## src/rtl/id_pkg.sv

```systemverilog
// ---------------------------------------------------------------------------
// id_pkg -- shared definitions for the instruction-decode stage.
//
// Holds the opcode and R-type funct constants of the decoded instruction set,
// the 4-bit ALU operation encoding handed to EX, the ID/EX control word
// struct with its bubble constant, and immediate-formatting helpers.
// ---------------------------------------------------------------------------
package id_pkg;

    // Primary opcodes (instr[31:26])
    localparam logic [5:0] OP_RTYPE = 6'h00;
    localparam logic [5:0] OP_J     = 6'h02;
    localparam logic [5:0] OP_BEQ   = 6'h04;
    localparam logic [5:0] OP_BNE   = 6'h05;
    localparam logic [5:0] OP_ADDIU = 6'h09;
    localparam logic [5:0] OP_ORI   = 6'h0D;
    localparam logic [5:0] OP_LUI   = 6'h0F;
    localparam logic [5:0] OP_LW    = 6'h23;
    localparam logic [5:0] OP_SW    = 6'h2B;

    // R-type funct codes (instr[5:0])
    localparam logic [5:0] FN_SLL   = 6'h00;
    localparam logic [5:0] FN_ADDU  = 6'h21;
    localparam logic [5:0] FN_SUBU  = 6'h23;
    localparam logic [5:0] FN_AND   = 6'h24;
    localparam logic [5:0] FN_OR    = 6'h25;
    localparam logic [5:0] FN_SLT   = 6'h2A;

    // ALU operation encoding; ALU_NOP doubles as "no legal R-type funct"
    localparam logic [3:0] ALU_NOP  = 4'd0;
    localparam logic [3:0] ALU_ADDU = 4'd1;
    localparam logic [3:0] ALU_SUBU = 4'd2;
    localparam logic [3:0] ALU_AND  = 4'd3;
    localparam logic [3:0] ALU_OR   = 4'd4;
    localparam logic [3:0] ALU_SLT  = 4'd5;
    localparam logic [3:0] ALU_SLL  = 4'd6;
    localparam logic [3:0] ALU_LUI  = 4'd7;

    // Control word carried through the ID/EX register
    typedef struct packed {
        logic [3:0] alu_op;
        logic       mem_read;
        logic       mem_write;
        logic       reg_write;
        logic       illegal;
        logic [4:0] dest;
    } ctrl_word_t;

    localparam ctrl_word_t BUBBLE_CTRL = '{
        alu_op:    4'd0,
        mem_read:  1'b0,
        mem_write: 1'b0,
        reg_write: 1'b0,
        illegal:   1'b0,
        dest:      5'd0
    };

    // Sign-extend a 16-bit immediate to 32 bits
    function automatic logic [31:0] sext16(input logic [15:0] v);
        return {{16{v[15]}}, v};
    endfunction

    // Branch displacement: sign-extended word offset converted to bytes
    function automatic logic [31:0] branch_offset(input logic [15:0] v);
        return {{14{v[15]}}, v, 2'b00};
    endfunction

endpackage

```

## src/rtl/id_ctrl_decode.sv

```systemverilog
// ---------------------------------------------------------------------------
// id_ctrl_decode -- purely combinational opcode/funct decoder.
//
// Ports:
//   instr    in  32  instruction currently in ID
//   ctrl     out     ID/EX control word (ALU op, mem/reg enables, dest, illegal)
//   imm      out 32  formatted immediate (sext, zext for ORI, <<16 for LUI)
//   is_beq   out  1  instruction is BEQ
//   is_bne   out  1  instruction is BNE
//   is_j     out  1  instruction is J
//   uses_rs  out  1  instruction reads the rs register
//   uses_rt  out  1  instruction reads rt (R-type, SW, BEQ, BNE)
//
// The all-zero word is a canonical NOP and decodes to the bubble word with
// illegal clear; unknown opcodes or functs decode to the bubble word with
// illegal set.
// ---------------------------------------------------------------------------
module id_ctrl_decode
    import id_pkg::*;
(
    input  logic [31:0] instr,
    output ctrl_word_t  ctrl,
    output logic [31:0] imm,
    output logic        is_beq,
    output logic        is_bne,
    output logic        is_j,
    output logic        uses_rs,
    output logic        uses_rt
);

    logic [5:0] op_s;
    logic [5:0] fn_s;
    logic [4:0] rt_s;
    logic [4:0] rd_s;
    logic [3:0] r_alu_s;

    assign op_s = instr[31:26];
    assign fn_s = instr[5:0];
    assign rt_s = instr[20:16];
    assign rd_s = instr[15:11];

    // R-type funct to ALU op; ALU_NOP flags an undecoded funct
    always_comb begin
        r_alu_s = ALU_NOP;
        case (fn_s)
            FN_ADDU: r_alu_s = ALU_ADDU;
            FN_SUBU: r_alu_s = ALU_SUBU;
            FN_AND:  r_alu_s = ALU_AND;
            FN_OR:   r_alu_s = ALU_OR;
            FN_SLT:  r_alu_s = ALU_SLT;
            FN_SLL:  r_alu_s = ALU_SLL;
            default: r_alu_s = ALU_NOP;
        endcase
    end

    // Main decode: control word, immediate format and operand usage
    always_comb begin
        ctrl    = BUBBLE_CTRL;
        imm     = sext16(instr[15:0]);
        is_beq  = 1'b0;
        is_bne  = 1'b0;
        is_j    = 1'b0;
        uses_rs = 1'b0;
        uses_rt = 1'b0;
        if (instr == 32'h0000_0000) begin
            ctrl = BUBBLE_CTRL;
        end else begin
            case (op_s)
                OP_RTYPE: begin
                    if (r_alu_s != ALU_NOP) begin
                        ctrl.alu_op    = r_alu_s;
                        ctrl.dest      = rd_s;
                        ctrl.reg_write = (rd_s != 5'd0);
                        // SLL takes its source from rt; rs is a don't-care
                        uses_rs        = (fn_s != FN_SLL);
                        uses_rt        = 1'b1;
                    end else begin
                        ctrl.illegal   = 1'b1;
                    end
                end
                OP_ADDIU: begin
                    ctrl.alu_op    = ALU_ADDU;
                    ctrl.dest      = rt_s;
                    ctrl.reg_write = (rt_s != 5'd0);
                    uses_rs        = 1'b1;
                end
                OP_ORI: begin
                    ctrl.alu_op    = ALU_OR;
                    ctrl.dest      = rt_s;
                    ctrl.reg_write = (rt_s != 5'd0);
                    imm            = {16'h0000, instr[15:0]};
                    uses_rs        = 1'b1;
                end
                OP_LUI: begin
                    ctrl.alu_op    = ALU_LUI;
                    ctrl.dest      = rt_s;
                    ctrl.reg_write = (rt_s != 5'd0);
                    imm            = {instr[15:0], 16'h0000};
                end
                OP_LW: begin
                    ctrl.alu_op    = ALU_ADDU;
                    ctrl.mem_read  = 1'b1;
                    ctrl.dest      = rt_s;
                    ctrl.reg_write = (rt_s != 5'd0);
                    uses_rs        = 1'b1;
                end
                OP_SW: begin
                    ctrl.alu_op    = ALU_ADDU;
                    ctrl.mem_write = 1'b1;
                    uses_rs        = 1'b1;
                    uses_rt        = 1'b1;
                end
                OP_BEQ: begin
                    is_beq  = 1'b1;
                    uses_rs = 1'b1;
                    uses_rt = 1'b1;
                end
                OP_BNE: begin
                    is_bne  = 1'b1;
                    uses_rs = 1'b1;
                    uses_rt = 1'b1;
                end
                OP_J: begin
                    is_j = 1'b1;
                end
                default: begin
                    ctrl.illegal = 1'b1;
                end
            endcase
        end
    end

endmodule

```

## src/rtl/id_decode.sv

```systemverilog
// ---------------------------------------------------------------------------
// id_decode -- instruction-decode stage: hazard detection, branch resolution
// and the ID/EX pipeline register.
//
// Ports:
//   CLK, RESET                    clock (rising edge), async active-low reset
//   Instr1_PR, PCA_PR             instruction and PC+4 from IF/ID
//   FREEZE                        global hold of every register in this stage
//   RegA_data, RegB_data          register-file read data for rs / rt
//   RegA_addr, RegB_addr          rs / rt fields (combinational)
//   taken_branch1                 redirect fetch this cycle (combinational)
//   nextInstruction_address       redirect target (combinational)
//   fetchNull1                    squash the instruction now in IF (registered)
//   no_new_fetch                  load-use stall request (combinational)
//   OpA_ID, OpB_ID, Imm_ID, PCA_ID, Dest_ID, ALUop_ID,
//   MemRead_ID, MemWrite_ID, RegWrite_ID, Illegal_ID   ID/EX register outputs
//
// Build option: ID_LOAD_USE_STALL_EN enables load-use interlocking. When it
// is not defined no_new_fetch stays 0 and software must schedule load delays.
//
// There is no delay slot: a redirect sets fetchNull1 for the next cycle and
// the instruction in ID during that cycle is replaced by a bubble. Branches
// are suppressed while squashing, stalling or frozen so a redirect is never
// issued for an instruction that is not actually moving forward.
// ---------------------------------------------------------------------------
module id_decode
    import id_pkg::*;
(
    input  logic        CLK,
    input  logic        RESET,
    input  logic [31:0] Instr1_PR,
    input  logic [31:0] PCA_PR,
    input  logic        FREEZE,
    input  logic [31:0] RegA_data,
    input  logic [31:0] RegB_data,
    output logic [4:0]  RegA_addr,
    output logic [4:0]  RegB_addr,
    output logic        taken_branch1,
    output logic [31:0] nextInstruction_address,
    output logic        fetchNull1,
    output logic        no_new_fetch,
    output logic [31:0] OpA_ID,
    output logic [31:0] OpB_ID,
    output logic [31:0] Imm_ID,
    output logic [31:0] PCA_ID,
    output logic [4:0]  Dest_ID,
    output logic [3:0]  ALUop_ID,
    output logic        MemRead_ID,
    output logic        MemWrite_ID,
    output logic        RegWrite_ID,
    output logic        Illegal_ID
);

`ifdef ID_LOAD_USE_STALL_EN
    localparam logic LOAD_USE_EN = 1'b1;
`else
    localparam logic LOAD_USE_EN = 1'b0;
`endif

    // Decoder outputs
    ctrl_word_t  dec_ctrl_s;
    logic [31:0] dec_imm_s;
    logic        is_beq_s;
    logic        is_bne_s;
    logic        is_j_s;
    logic        uses_rs_s;
    logic        uses_rt_s;

    // Hazard / branch nets
    logic [4:0]  rs_s;
    logic [4:0]  rt_s;
    logic        hazard_match_s;
    logic        load_use_s;
    logic        regs_equal_s;
    logic        branch_cond_s;
    logic        taken_s;
    logic        bubble_s;
    logic [31:0] br_target_s;
    logic [31:0] j_target_s;
    logic [31:0] target_s;

    // Pipeline state
    ctrl_word_t  ctrl_r;
    logic [31:0] opa_r;
    logic [31:0] opb_r;
    logic [31:0] imm_r;
    logic [31:0] pca_r;
    logic        fetch_null_r;

    id_ctrl_decode u_ctrl_decode (
        .instr   (Instr1_PR),
        .ctrl    (dec_ctrl_s),
        .imm     (dec_imm_s),
        .is_beq  (is_beq_s),
        .is_bne  (is_bne_s),
        .is_j    (is_j_s),
        .uses_rs (uses_rs_s),
        .uses_rt (uses_rt_s)
    );

    assign rs_s = Instr1_PR[25:21];
    assign rt_s = Instr1_PR[20:16];

    // Load in EX whose destination feeds the instruction in ID. An
    // instruction being squashed never requests a stall: holding IF/ID would
    // let it re-enter ID once fetchNull1 has dropped.
    always_comb begin
        hazard_match_s = 1'b0;
        if (ctrl_r.mem_read && (ctrl_r.dest != 5'd0) && !fetch_null_r) begin
            hazard_match_s = (uses_rs_s && (rs_s == ctrl_r.dest)) ||
                             (uses_rt_s && (rt_s == ctrl_r.dest));
        end else begin
            hazard_match_s = 1'b0;
        end
    end

    assign load_use_s = hazard_match_s & LOAD_USE_EN;

    // Branch condition and redirect qualification
    always_comb begin
        regs_equal_s  = (RegA_data == RegB_data);
        branch_cond_s = (is_beq_s & regs_equal_s) |
                        (is_bne_s & ~regs_equal_s) |
                        is_j_s;
        taken_s       = branch_cond_s & ~load_use_s & ~FREEZE & ~fetch_null_r;
        bubble_s      = fetch_null_r | load_use_s;
    end

    // Redirect target: 32-bit wrapping branch add, or region-relative jump
    always_comb begin
        br_target_s = PCA_PR + branch_offset(Instr1_PR[15:0]);
        j_target_s  = {PCA_PR[31:28], Instr1_PR[25:0], 2'b00};
        if (is_j_s) begin
            target_s = j_target_s;
        end else begin
            target_s = br_target_s;
        end
    end

    // Squash flag: set for exactly the cycle after a redirect, held by FREEZE
    always_ff @(posedge CLK or negedge RESET) begin
        if (!RESET) begin
            fetch_null_r <= 1'b0;
        end else if (!FREEZE) begin
            fetch_null_r <= taken_s;
        end
    end

    // ID/EX register: loads decoded instruction, or an all-zero bubble while
    // squashing or stalling; held entirely by FREEZE
    always_ff @(posedge CLK or negedge RESET) begin
        if (!RESET) begin
            ctrl_r <= BUBBLE_CTRL;
            opa_r  <= 32'h0000_0000;
            opb_r  <= 32'h0000_0000;
            imm_r  <= 32'h0000_0000;
            pca_r  <= 32'h0000_0000;
        end else if (!FREEZE) begin
            if (bubble_s) begin
                ctrl_r <= BUBBLE_CTRL;
                opa_r  <= 32'h0000_0000;
                opb_r  <= 32'h0000_0000;
                imm_r  <= 32'h0000_0000;
                pca_r  <= 32'h0000_0000;
            end else begin
                ctrl_r <= dec_ctrl_s;
                opa_r  <= RegA_data;
                opb_r  <= RegB_data;
                imm_r  <= dec_imm_s;
                pca_r  <= PCA_PR;
            end
        end
    end

    assign RegA_addr               = rs_s;
    assign RegB_addr               = rt_s;
    assign taken_branch1           = taken_s;
    assign nextInstruction_address = target_s;
    assign no_new_fetch            = load_use_s;
    assign fetchNull1              = fetch_null_r;

    assign OpA_ID      = opa_r;
    assign OpB_ID      = opb_r;
    assign Imm_ID      = imm_r;
    assign PCA_ID      = pca_r;
    assign Dest_ID     = ctrl_r.dest;
    assign ALUop_ID    = ctrl_r.alu_op;
    assign MemRead_ID  = ctrl_r.mem_read;
    assign MemWrite_ID = ctrl_r.mem_write;
    assign RegWrite_ID = ctrl_r.reg_write;
    assign Illegal_ID  = ctrl_r.illegal;

endmodule

```

## config.mk

```make
export PLATFORM = sky130hd
export DESIGN_NAME = id_decode
export DESIGN_NICKNAME = d
export VERILOG_FILES = /design/src/rtl/id_pkg.sv /design/src/rtl/id_ctrl_decode.sv /design/src/rtl/id_decode.sv
export SDC_FILE = /design/constraint.sdc
export NUM_CORES = 1
export LEC_CHECK = 0
export CAP_MARGIN = 20
export CORE_UTILIZATION = 46
export CTS_BUF_LIST = sky130_fd_sc_hd__clkbuf_4
export DETAILED_ROUTE_END_ITERATION = 10
export HOLD_SLACK_MARGIN = 0.12
export PLACE_DENSITY = 0.9
export SLEW_MARGIN = 20
export SYNTH_ARGS = -nofsm -noshare
export SYNTH_HDL_FRONTEND = slang
export SYNTH_SLANG_ARGS = --single-unit
```

## constraint.sdc

```tcl
create_clock -name CLK -period 3.8 [get_ports CLK]
set_clock_uncertainty 0.1 [all_clocks]
set_input_delay 0.76 -clock CLK [delete_from_list [all_inputs] [get_ports CLK]]
set_output_delay 0.76 -clock CLK [all_outputs]
set_load 0.05 [all_outputs]
```

==> results of run 1 <==
## path summary, 6_finish.rpt
check	from	cells past startpoint	to
setup reg to reg	fetchNull1	4	MemWrite_ID
setup / recovery	Instr1_PR[15]	11	nextInstruction_address[31]
min in group asynchronous	RESET	2	PCA_ID[5]
hold / removal	PCA_PR[6]	3	PCA_ID[6]
max in group asynchronous	RESET	3	PCA_ID[31]
hold reg to reg	Imm_ID[31]	2	Imm_ID[31]
## power by group through the flow
| stage | combinational [mW] | clock (mW) | sequential [mW] |
|---|---|---|---|
| 3_5_place_dp | 2.43 | 0 | 1.74 |
| 4_1_cts | 2.55 | 1.02 | 1.71 |
| 6_report | 2.68 | 1.01 | 1.72 |
| 3_3_place_gp | 2.39 | 0 | 1.73 |
| 5_1_grt | 2.78 | 1.09 | 1.73 |
| 2_1_floorplan | 0.809 | 0 | 2.21 |
## kinds of logic (layout without fill, tap and decap cells)
kind of cell	count (synthesis)	count (layout)	synth area share
flip-flops	141	141	0.418
XOR/XNOR	59	59	0.0613
AND/OR/NAND/NOR	382	382	0.221
multiplexers	1	1	0.00134
AO/OA/AOI/OAI	293	293	0.206
adder cells (fa/ha/maj)	30	30	0.0454
buffers and inverters	90	513	0.0466
other	1	4	0.000445
## cell usage after synthesis (all sizes together), types with 16 or more instances
cell type / number / area (um^2)
nand2b: 102 / 638
nand2: 160 / 601
buf: 17 / 119
o21ai: 150 / 754
xnor2: 44 / 385
a21o: 17 / 128
ha: 29 / 363
a21oi: 57 / 285
nor2: 51 / 191
dfrtp: 141 / 3530
a22o: 17 / 149
clkbuf: 62 / 233
nand4: 16 / 100
## registers in the layout, indices dropped and copies added, names as in the netlist
name,count
fetchNull1,1
MemWrite_ID,1
ALUop_ID,3
RegWrite_ID,1
OpB_ID,32
MemRead_ID,1
Dest_ID,5
PCA_ID,32
Illegal_ID,1
Imm_ID,32
OpA_ID,32
## worst max-delay path: stages
cell,delay [ps]
buf_12,110
buf_8,120
buf_12,130
ha_4,290
buf_6,110
nand4_1,260
a2111oi_4,540
nor3_2,70
or3b_4,430
xnor2_4,200
buf_12,160
## layer usage
metal,routed length [um],up-vias
met5,0,-
met2,17300,631
met4,2340,0
li1,-,4241
met1,12600,4631
met3,3100,180
## metrics by stage
step | util | worst slack [ps] | instances
floorplan | - | -271 | 998
global placement | 0.722 | -621 | 1593
detailed placement | 0.722 | -668 | 1593
CTS | 0.774 | -59.3 | 1643
global route | 0.797 | -269 | 1651
finish | 0.797 | -245 | 1652
## cell type report
type                    count  area (um^2)
well taps                 229          287
fillers                  1062         3650
multi-input cells         767         5540
inverters                  11         41.3
clock inverters            15          151
clock buffers              17          128
repair buffers            470         4630
diodes                      2         5.00
flip-flops and latches    141         3530
## what timing repair did
item	CTS	global route
cloned	0	0
endpoints found under the setup margin	25	23
resized for setup	206	80
setup buffers	17	10
hold endpoints to repair	8	0
hold buffers	1	0
pin swaps	64	62
==> impl_results.md, run 1 <==
- Gr busiest metal: met2
- Fin Hold WS: roughly 340 ps
- Final hold vios: 0
- CTS tree: yes
- GRT met2 Usage: 0.605
- Area grow syn2layout: 69.7%
- Buffer type at the clock tree root: clkbuf_4
- Met1 global-route usage: 0.390
- CTS Sinks: ~140
- First-pass GRT wire length: just over 50000 um
- Clock slew at reported path FFs: 140 ps
- M3 GR Usage: 0.0901
- P_int: about 3.1 mW
- Data required time at the worst endpoint: roughly 2900 ps
- WL final: between 30000 and 40000 um
- Critical Path End Type: primary output
- P_leak: between 6 and 7 nW
- Commonest non-fill, non-tap cells in the layout: clkdlybuf4s50_1 (232), nand2_1 (158), buf_4 (147)
- Dpl hpwl: 23900 um
- Max cap viols: 0
- Mapped Avg Cell Area: between 8 and 9 um^2
- Ys flop type: dfrtp_1
- Fmax: 0.247 GHz
- Peak supply drop: 0.000348 V
- Power share of the combinational group: 0.495
- Total grt overflow: 0
- Clk buf depth: 2
- Area of the core: approximately 18000 um^2
- Post-route ant nets: 0
- Post-synthesis cell area: roughly 8400 um^2
- Arrival time worst endpoint: roughly 3200 ps
- Drt via density: just under 6
- Num CTS Buffers: 17
- Initial antenna violation count: 2
- Total Routing Usage GR: 0.354
- Port bufs: around 310
- Synth Instances: 997
- Flop-to-flop setup slack: around 1900 ps
- FP Rows: a little under 50
- RSZ-0062 raised after global routing: true
- Fin crit share: 1.06
- Violated checks: negative setup slack
- Die height: 137 um
- Clock power share: 0.187
- Synth Warn #: 0
- Register area share after synthesis: 0.418
- Vias after detailed routing: around 9.7k
- GPL Wtd Cong: 0.921
- Final Max Tran Viols: 0
- Finished Cell Area: around 14000 um^2
- Status: complete, but fails checks
- Layout cells sized above 1: 0.267
- Post-DP Area: ~13000 um^2
- Post-synth EDFFs: 0
- Worst Path Max Fanout: 7
- Min Clock Period, post-route: between 4000 and 5000 ps
- Total power: 5.41 mW
- Remaining DRCs: 0
- Slew @ Worst Pin: slightly below 1000 ps
- Worst setup SP type: primary input
- Slew margin rel.: 0.356
- Horiz. Die Dim: roughly 140 um
- Setup CP Type: in2out
- Setup TNS Final: -1330 ps
- Final worst slack: -245 ps
- Routed length per instance: ~21 um
- Sw Ratio: 0.429
- Hold Crit Class: in2reg
- Die Area: approximately 19000 um^2
- Vias in the first global route: a little under 10k
- I/O pin cnt: between 300 and 400
- Nets@finish: approximately 1.6k
- Clk_lat worst skew: approximately 570 ps
- Setup Viol. Count Final: 14
- FFs w/ async S/R, synth: 1.00
- Largest net degree at the start of global routing: roughly 110
- Starting Density: 0.469
- Switching pwr: 2.32 mW
- Commonest non-fill, non-tap cell in the layout: clkdlybuf4s50_1
- Initial drt markers: 743
- H-tree depth: 4
- Pwr Density: around 380 nW/um^2
- Netlist cell types: 58
- FF+latch count, synth: 141
- Seq pwr share: 0.317
- DRT Pass-1 Iters: 6
No activity file was read; power rests on OpenSTA's default activity.
==> run 2: changes to the inputs <==
Settings changed: CTS_CLUSTER_SIZE set to 20.
==> results of run 2 <==
Same layout as run 1: the final DEF is identical, and so are final timing and power.
==> run 3: changes to the inputs <==
Settings changed: SLEW_MARGIN 20 to unset.
Clock period 3.8 ns to 3.75 ns, I/O delays scaled along.
==> run 3 against run 2 <==
  * Register-to-register slack gained 30 ps
  * Sequential power is essentially flat
  * Critical endpoint is now nextInstruction_address[30]
  * Combinational power grew 1%
  * The flow still finishes with violations (negative setup slack)
  * Non-clock buffer count grew 3
  * Worst setup slack lost 53 ps
  * Critical path depth grew 3
  * Largest cell class unchanged
  * Global-route usage grew 0.31 points
  * Largest power group unchanged
  * Clock-buffer cell count is the same
  * Sequential cell count is the same
  * Via count grew 1.7%
  * Clock power grew 11%
==> impl_results.md, run 3 (same netlist as run 1, synthesis figures left out) <==
- Status: complete, but fails checks
- Violated checks: negative setup slack
- Fin crit share: 1.08
- GRT met2 Usage: 0.612 (+0.00698)
- Fin cells: 1659 (+0.42%)
- First-pass GRT wire length: 50500 um (about the same)
- Critical Path End Type: primary output
- Gr busiest metal: met2
- Placed cell count: 1595 (+0.13%)
- Area grow syn2layout: 70.7%
- Worst Hold Path Cells: 3 (unchanged)
- Clock slew at reported path FFs: 150 ps (about the same)
- Kind of cell adding the most delay to the critical path: compound AO/OA/AOI/OAI gates
- Vias after detailed routing: 9844 (+1.7%)
- Horiz. Die Dim: 137 um (unchanged)
- I/O pin cnt: 317 (unchanged)
- Reg area: 3530 um^2 (unchanged)
- Worst Path Max Fanout: 3 (-4)
- CP Cell Sequence: buf_8, ha_4, inv_2, fa_2, nor2b_2, o2111ai_2, a21oi_2, o21ai_1, a31oi_2, a31oi_4, o21a_1, o211ai_1, buf_4, buf_12
- Pwr Density: 388 nW/um^2 (+2.6%)
- Dpl hpwl: 24100 um (+0.56%)
- R2R cell count: 4 (unchanged)
- DRT Pass-1 Iters: 6 (unchanged)
- Port bufs: 314 (unchanged)
- Slew margin rel.: 0.415 (+0.0589)
- Area of the core: 18000 um^2 (unchanged)
- Fmax: about 0.25 GHz
- Data required time at the worst endpoint: 2900 ps (-40 ps)
- Num CTS Buffers: 17 (unchanged)
- RSZ-0062 raised after global routing: true
- Setup CP Type: in2out
- Layout fillers: 1020 (-4.0%)
- Initial drt markers: 875 (+18%)
- Peak supply drop: 0.000297 V (-14%)
- Final hold vios: 0 (unchanged)
- Pre-CTS setup slack: -699 ps (-31.0 ps)
- Buffer type at the clock tree root: clkbuf_4
- P_leak: 6.34 nW (+3.1%)
- Vias in the first global route: 9638 (+0.062%)
- FP Rows: 49 (unchanged)
- M3 GR Usage: 0.0957 (+0.00552)
- Drt via density: 5.93 (+1.2%)
- Commonest non-fill, non-tap cell in the layout: clkdlybuf4s50_1
- Total Routing Usage GR: 0.357 (+0.00312)
- GPL Wtd Cong: 0.973 (+5.7%)
- Hold Crit Class: in2reg
- Max cap viols: 0 (unchanged)
- Starting Density: 0.469 (unchanged)
- WP buf/inv: 4 (-1)
- Initial antenna violation count: 4 (+2)
- Slew @ Worst Pin: 878 ps (-88.4 ps)
- Area of the multi-input gates: 5500 um^2 (-0.63%)
- Routed length per instance: 21.8 um (+1.8%)
- Setup Viol. Count Final: 18 (+4)
- Largest net degree at the start of global routing: 200 (+90%)
- Worst setup SP type: primary input
- Die height: 137 um (unchanged)
- WL final: 36100 um (+2.3%)
- Post-route ant nets: 0 (unchanged)
- Arrival time worst endpoint: 3200 ps (about the same)
- CTS Sinks: 141 (unchanged)
- Remaining DRCs: 0 (unchanged)
- Largest stage delay on the critical path: 400 ps (-140 ps)
- Clk buf depth: 2 (unchanged)
- Slowest stage cell, crit path: fa_2
- Final Max Tran Viols: 0 (unchanged)
- Layout cells sized above 1: 0.268 (+0.000843)
- Setup TNS Final: -2640 ps (-1310 ps)
- Min Clock Period, post-route: 4050 ps
- Clk_lat worst skew: 600 ps (+30 ps)
- Logic depth of the worst path, buffers included: 14 (+3)
- Final worst slack: -298 ps (-52.9 ps)
- CTS tree: yes
- Met1 global-route usage: 0.383 (-0.00633)
- Die Area: 18900 um^2 (unchanged)
- Total grt overflow: 0 (unchanged)
- Fin Hold WS: 290 ps (-48.0 ps)
- Nets@finish: 1572 (+0.19%)
- Commonest non-fill, non-tap cells in the layout: clkdlybuf4s50_1 (211), nand2_1 (157), buf_4 (146)
- H-tree depth: 4 (unchanged)
## run 3: worst reg2reg max path, stage by stage, from the launching register on
cell     delay (ps)
dfrtp_2         500
nor2_1          360
o31ai_4         160
buf_4           270
o41ai_1         360
## run 3: where the power goes
| group | switching [mW] | internal [mW] |
|---|---|---|
| sequential | 0.0847 | 1.66 |
| combinational | 1.60 | 1.12 |
| clock | 0.700 | 0.417 |
| total | 2.38 | 3.20 |
## run 3: repair_timing
item                       in CTS  in global routing
hold buffers                    1                  0
setup endpoints to repair      25                 21
setup buffers                  17                 11
hold endpoints to repair       58                  0
pin swaps                      68                 76
gates resized for setup       221                 93
## run 3: area by class of cell
class	instances	area share
Clock buffer	17	0.00887
Multi-Input combinational cell	767	0.382
Sequential cell	141	0.245
Antenna cell	6	0.00104
Inverter	11	0.00287
Tap cell	229	0.0199
Timing Repair Buffer	473	0.328
Clock inverter	15	0.0120
## run 3: per-stage QoR
stage                      util  instance area, um^2  power, mW
final                     0.801                14400       5.58
after global routing      0.801                14400       5.75
after CTS                 0.779                14000       5.44
after detailed placement  0.724                13000       4.23
after global placement    0.724                13000       4.19
after floorplan               -                 8550       3.06
## run 3: path summary, 6_finish.rpt
check | end | slack, ps | startpoint
setup / recovery | nextInstruction_address[30] | -300 | PCA_PR[2]
hold / removal | PCA_ID[6] | 290 | PCA_PR[6]
setup reg to reg | MemRead_ID | 1920 | fetchNull1
hold reg to reg | PCA_ID[7] | 400 | PCA_ID[7]
max in group asynchronous | PCA_ID[29] | 2150 | RESET
min in group asynchronous | PCA_ID[6] | 540 | RESET
## run 3: per-layer routing
layer	vias up	wire, um
met3	200	3510
met2	702	17600
met5	-	0
met1	4678	12500
li1	4264	-
met4	0	2510
==> RTL change, RTL diff (config.mk and constraints of run 2) <==
Register the inputs `Instr1_PR`, `PCA_PR`, `FREEZE`, `RegA_data` and `RegB_data` before use. The logic sees them one clock later. Comments in the files are not updated.
--- a/src/rtl/id_decode.sv
+++ b/src/rtl/id_decode.sv
@@ -51,6 +51,20 @@
     output logic        Illegal_ID
 );
 
+    logic [31:0] Instr1_PR_q;
+    logic [31:0] PCA_PR_q;
+    logic FREEZE_q;
+    logic [31:0] RegA_data_q;
+    logic [31:0] RegB_data_q;
+
+    always_ff @(posedge CLK) begin
+        Instr1_PR_q <= Instr1_PR;
+        PCA_PR_q    <= PCA_PR;
+        FREEZE_q    <= FREEZE;
+        RegA_data_q <= RegA_data;
+        RegB_data_q <= RegB_data;
+    end
+
 `ifdef ID_LOAD_USE_STALL_EN
     localparam logic LOAD_USE_EN = 1'b1;
 `else
@@ -88,7 +102,7 @@
     logic        fetch_null_r;
 
     id_ctrl_decode u_ctrl_decode (
-        .instr   (Instr1_PR),
+        .instr   (Instr1_PR_q),
         .ctrl    (dec_ctrl_s),
         .imm     (dec_imm_s),
         .is_beq  (is_beq_s),
@@ -98,8 +112,8 @@
         .uses_rt (uses_rt_s)
     );
 
-    assign rs_s = Instr1_PR[25:21];
-    assign rt_s = Instr1_PR[20:16];
+    assign rs_s = Instr1_PR_q[25:21];
+    assign rt_s = Instr1_PR_q[20:16];
 
     // Load in EX whose destination feeds the instruction in ID. An
     // instruction being squashed never requests a stall: holding IF/ID would
@@ -118,18 +132,18 @@
 
     // Branch condition and redirect qualification
     always_comb begin
-        regs_equal_s  = (RegA_data == RegB_data);
+        regs_equal_s  = (RegA_data_q == RegB_data_q);
         branch_cond_s = (is_beq_s & regs_equal_s) |
                         (is_bne_s & ~regs_equal_s) |
                         is_j_s;
-        taken_s       = branch_cond_s & ~load_use_s & ~FREEZE & ~fetch_null_r;
+        taken_s       = branch_cond_s & ~load_use_s & ~FREEZE_q & ~fetch_null_r;
         bubble_s      = fetch_null_r | load_use_s;
     end
 
     // Redirect target: 32-bit wrapping branch add, or region-relative jump
     always_comb begin
-        br_target_s = PCA_PR + branch_offset(Instr1_PR[15:0]);
-        j_target_s  = {PCA_PR[31:28], Instr1_PR[25:0], 2'b00};
+        br_target_s = PCA_PR_q + branch_offset(Instr1_PR_q[15:0]);
+        j_target_s  = {PCA_PR_q[31:28], Instr1_PR_q[25:0], 2'b00};
         if (is_j_s) begin
             target_s = j_target_s;
         end else begin
@@ -141,7 +155,7 @@
     always_ff @(posedge CLK or negedge RESET) begin
         if (!RESET) begin
             fetch_null_r <= 1'b0;
-        end else if (!FREEZE) begin
+        end else if (!FREEZE_q) begin
             fetch_null_r <= taken_s;
         end
     end
@@ -155,7 +169,7 @@
             opb_r  <= 32'h0000_0000;
             imm_r  <= 32'h0000_0000;
             pca_r  <= 32'h0000_0000;
-        end else if (!FREEZE) begin
+        end else if (!FREEZE_q) begin
             if (bubble_s) begin
                 ctrl_r <= BUBBLE_CTRL;
                 opa_r  <= 32'h0000_0000;
@@ -164,10 +178,10 @@
                 pca_r  <= 32'h0000_0000;
             end else begin
                 ctrl_r <= dec_ctrl_s;
-                opa_r  <= RegA_data;
-                opb_r  <= RegB_data;
+                opa_r  <= RegA_data_q;
+                opb_r  <= RegB_data_q;
                 imm_r  <= dec_imm_s;
-                pca_r  <= PCA_PR;
+                pca_r  <= PCA_PR_q;
             end
         end
     end
Behaviour: not the same (Yosys sat finds a counterexample within 4 cycles, from zero or initial values and one cycle with RESET low).
==> RTL change against run 2 <==
  * The flow still finishes with violations (negative setup slack)
  * Design area increased by 17%
  * Worst setup slack improved by 0.039 ns
  * Synthesized area is 33% higher
  * Critical endpoint unchanged
  * Power rose by 53%
  * Largest power group is now sequential cells
  * Utilization shrank 9.0 points
  * Wire length rose by 5.7%
  * Clock power rose to 2.7 times the old value
  * Sequential cell count is 129 higher
==> RTL change: results (changes against run 2) <==
Worst min path class = register to register
Cts bufs inserted = 70 (+53)
Synth async-reset ratio = 52.2% (-48 points)
Top sig layer = met5
TNS Setup = -0.859 ns (+0.472 ns)
Status = finished, violations left
Pre-antenna DRT Iters = 5 (-1)
Commonest cells post-synth = nand2_1, dfrtp_1, o21ai_0, dfxtp_1, nand2b_1
Setup violations, final = 8 (-6)
Htree depth = 3 (-1)
Initial antenna violation count = 6 (+4)
Hold Crit Endpoint = OpB_ID[25]$_DFFE_PN0N_
Leak = 7.13 nW (+16%)
Vias/cell = 5.45 (-7.0%)
Slowest cell on the critical path = ha_2
Sequential area share after synthesis = 54.4% (+13 points)
Post-DP HPWL = 25800 um (+7.6%)
Routability cong. = 0.938 (+1.8%)
Non-Filler Instances = 1883 (+14%)
Met1 WL = 14900 um (+18%)
Peak VDD IR = 252 uV (-28%)
Layout cells sized above 1 = 20.8% (-5.9 points)
Violated checks = negative setup slack
Sw Ratio = 33.9% (-9.0 points)
Critical Path AT = 3.15 ns (-0.04 ns)
Wire length on met3 = 2730 um (-12%)
Register clock-pin slew on the reported worst setup and hold paths = 0.07 ns (-0.07 ns)
Global Route Usage Sum = 29.2% (-6.2 points)
Clk buf depth = 3 (+1)
Initial drt markers = 763 (+2.7%)
Post-route setup slack = -0.206 ns (+0.0394 ns)
Skew-Pair Late Insertion Delay = 0.68 ns (+0.11 ns)
Pre-CTS setup slack = 0.199 ns (+0.867 ns)
Crit Path Max Fanout = 11 (+4)
First-pass GRT wire length = 55600 um (+10%)
R2R Path Start = Instr1_PR_q[15]$_DFF_P_
Critical Path Sink = nextInstruction_address[31]
Placed Area = 0.0149 mm^2 (+15%)
Crit-path max cell delay = 0.40 ns (-0.14 ns)
Hold path cells = 2 (-1)
Largest net degree at the start of global routing = 97 (-7.6%)
Post-synthesis cell type count = 69 (+19%)
Worst slew pin tran = 0.865 ns (-0.101 ns)
Min-delay src = RegB_data_q[25]$_DFF_P_
R2R cell count = 10 (+6)
Crit. Startpoint = Instr1_PR_q[15]$_DFF_P_
Routed wire length = 37300 um (+5.7%)
Hold Worst Slack = 0.334 ns (-0.00380 ns)
==> RTL change: cell types whose count changed after synthesis, sizes merged, moves of 6 or more <==
| cell | run 2 | this run |
|---|---|---|
| nor4 | 6 | 16 |
| nor3 | 9 | 19 |
| xnor2 | 44 | 11 |
| dfxtp | 0 | 129 |
| a21o | 17 | 23 |
| nor2 | 51 | 41 |
| nand4 | 16 | 10 |
| xor2 | 15 | 40 |
| a21oi | 57 | 64 |
==> RTL change: layout make-up <==
class	instances	area [um^2]
well taps	319	399
repair buffers	361	3740
inverters	15	56.3
multi-input cells	787	5480
flip-flops and latches	270	6140
diodes	3	7.51
fillers	1632	6960
clock inverters	23	181
clock buffers	105	788
==> RTL change: logic make-up (layout without fill, tap and decap cells) <==
group,Yosys count,after routing,share of synthesized area [%]
DFF,270,270,54.4
xor gates and xnor gates,51,51,3.97
and+or+nand+nor,389,389,17.5
buffers and inverters,94,504,3.75
other,1,5,0.0334
AOI/OAI and AO/OA,314,314,16.9
adders and majority gates,30,30,3.41
muxes,1,1,0.0890
==> RTL change: timing repair <==
action,CTS,global route
setup endpoints to repair,20,21
buffers inserted,5,11
resized for setup,110,63
hold buffers,1,0
pin swaps,24,33
endpoints found under the hold margin,51,0
==> RTL change: routing by layer <==
layer,track usage (%),up-vias
met5,0,-
met4,16.2,6
met3,7.49,132
met2,46.6,516
met1,36.1,4897
li1,-,4711
==> RTL change: power groups by stage <==
stage          Sequential (mW)  Clock (mW)  Combinational (mW)
6_report                  3.24        2.71                2.30
5_1_grt                   3.26        2.93                2.40
4_1_cts                   3.23        2.76                2.22
3_5_place_dp              3.28           0                2.12
3_3_place_gp              3.27           0                2.10
2_1_floorplan             3.71           0               0.769
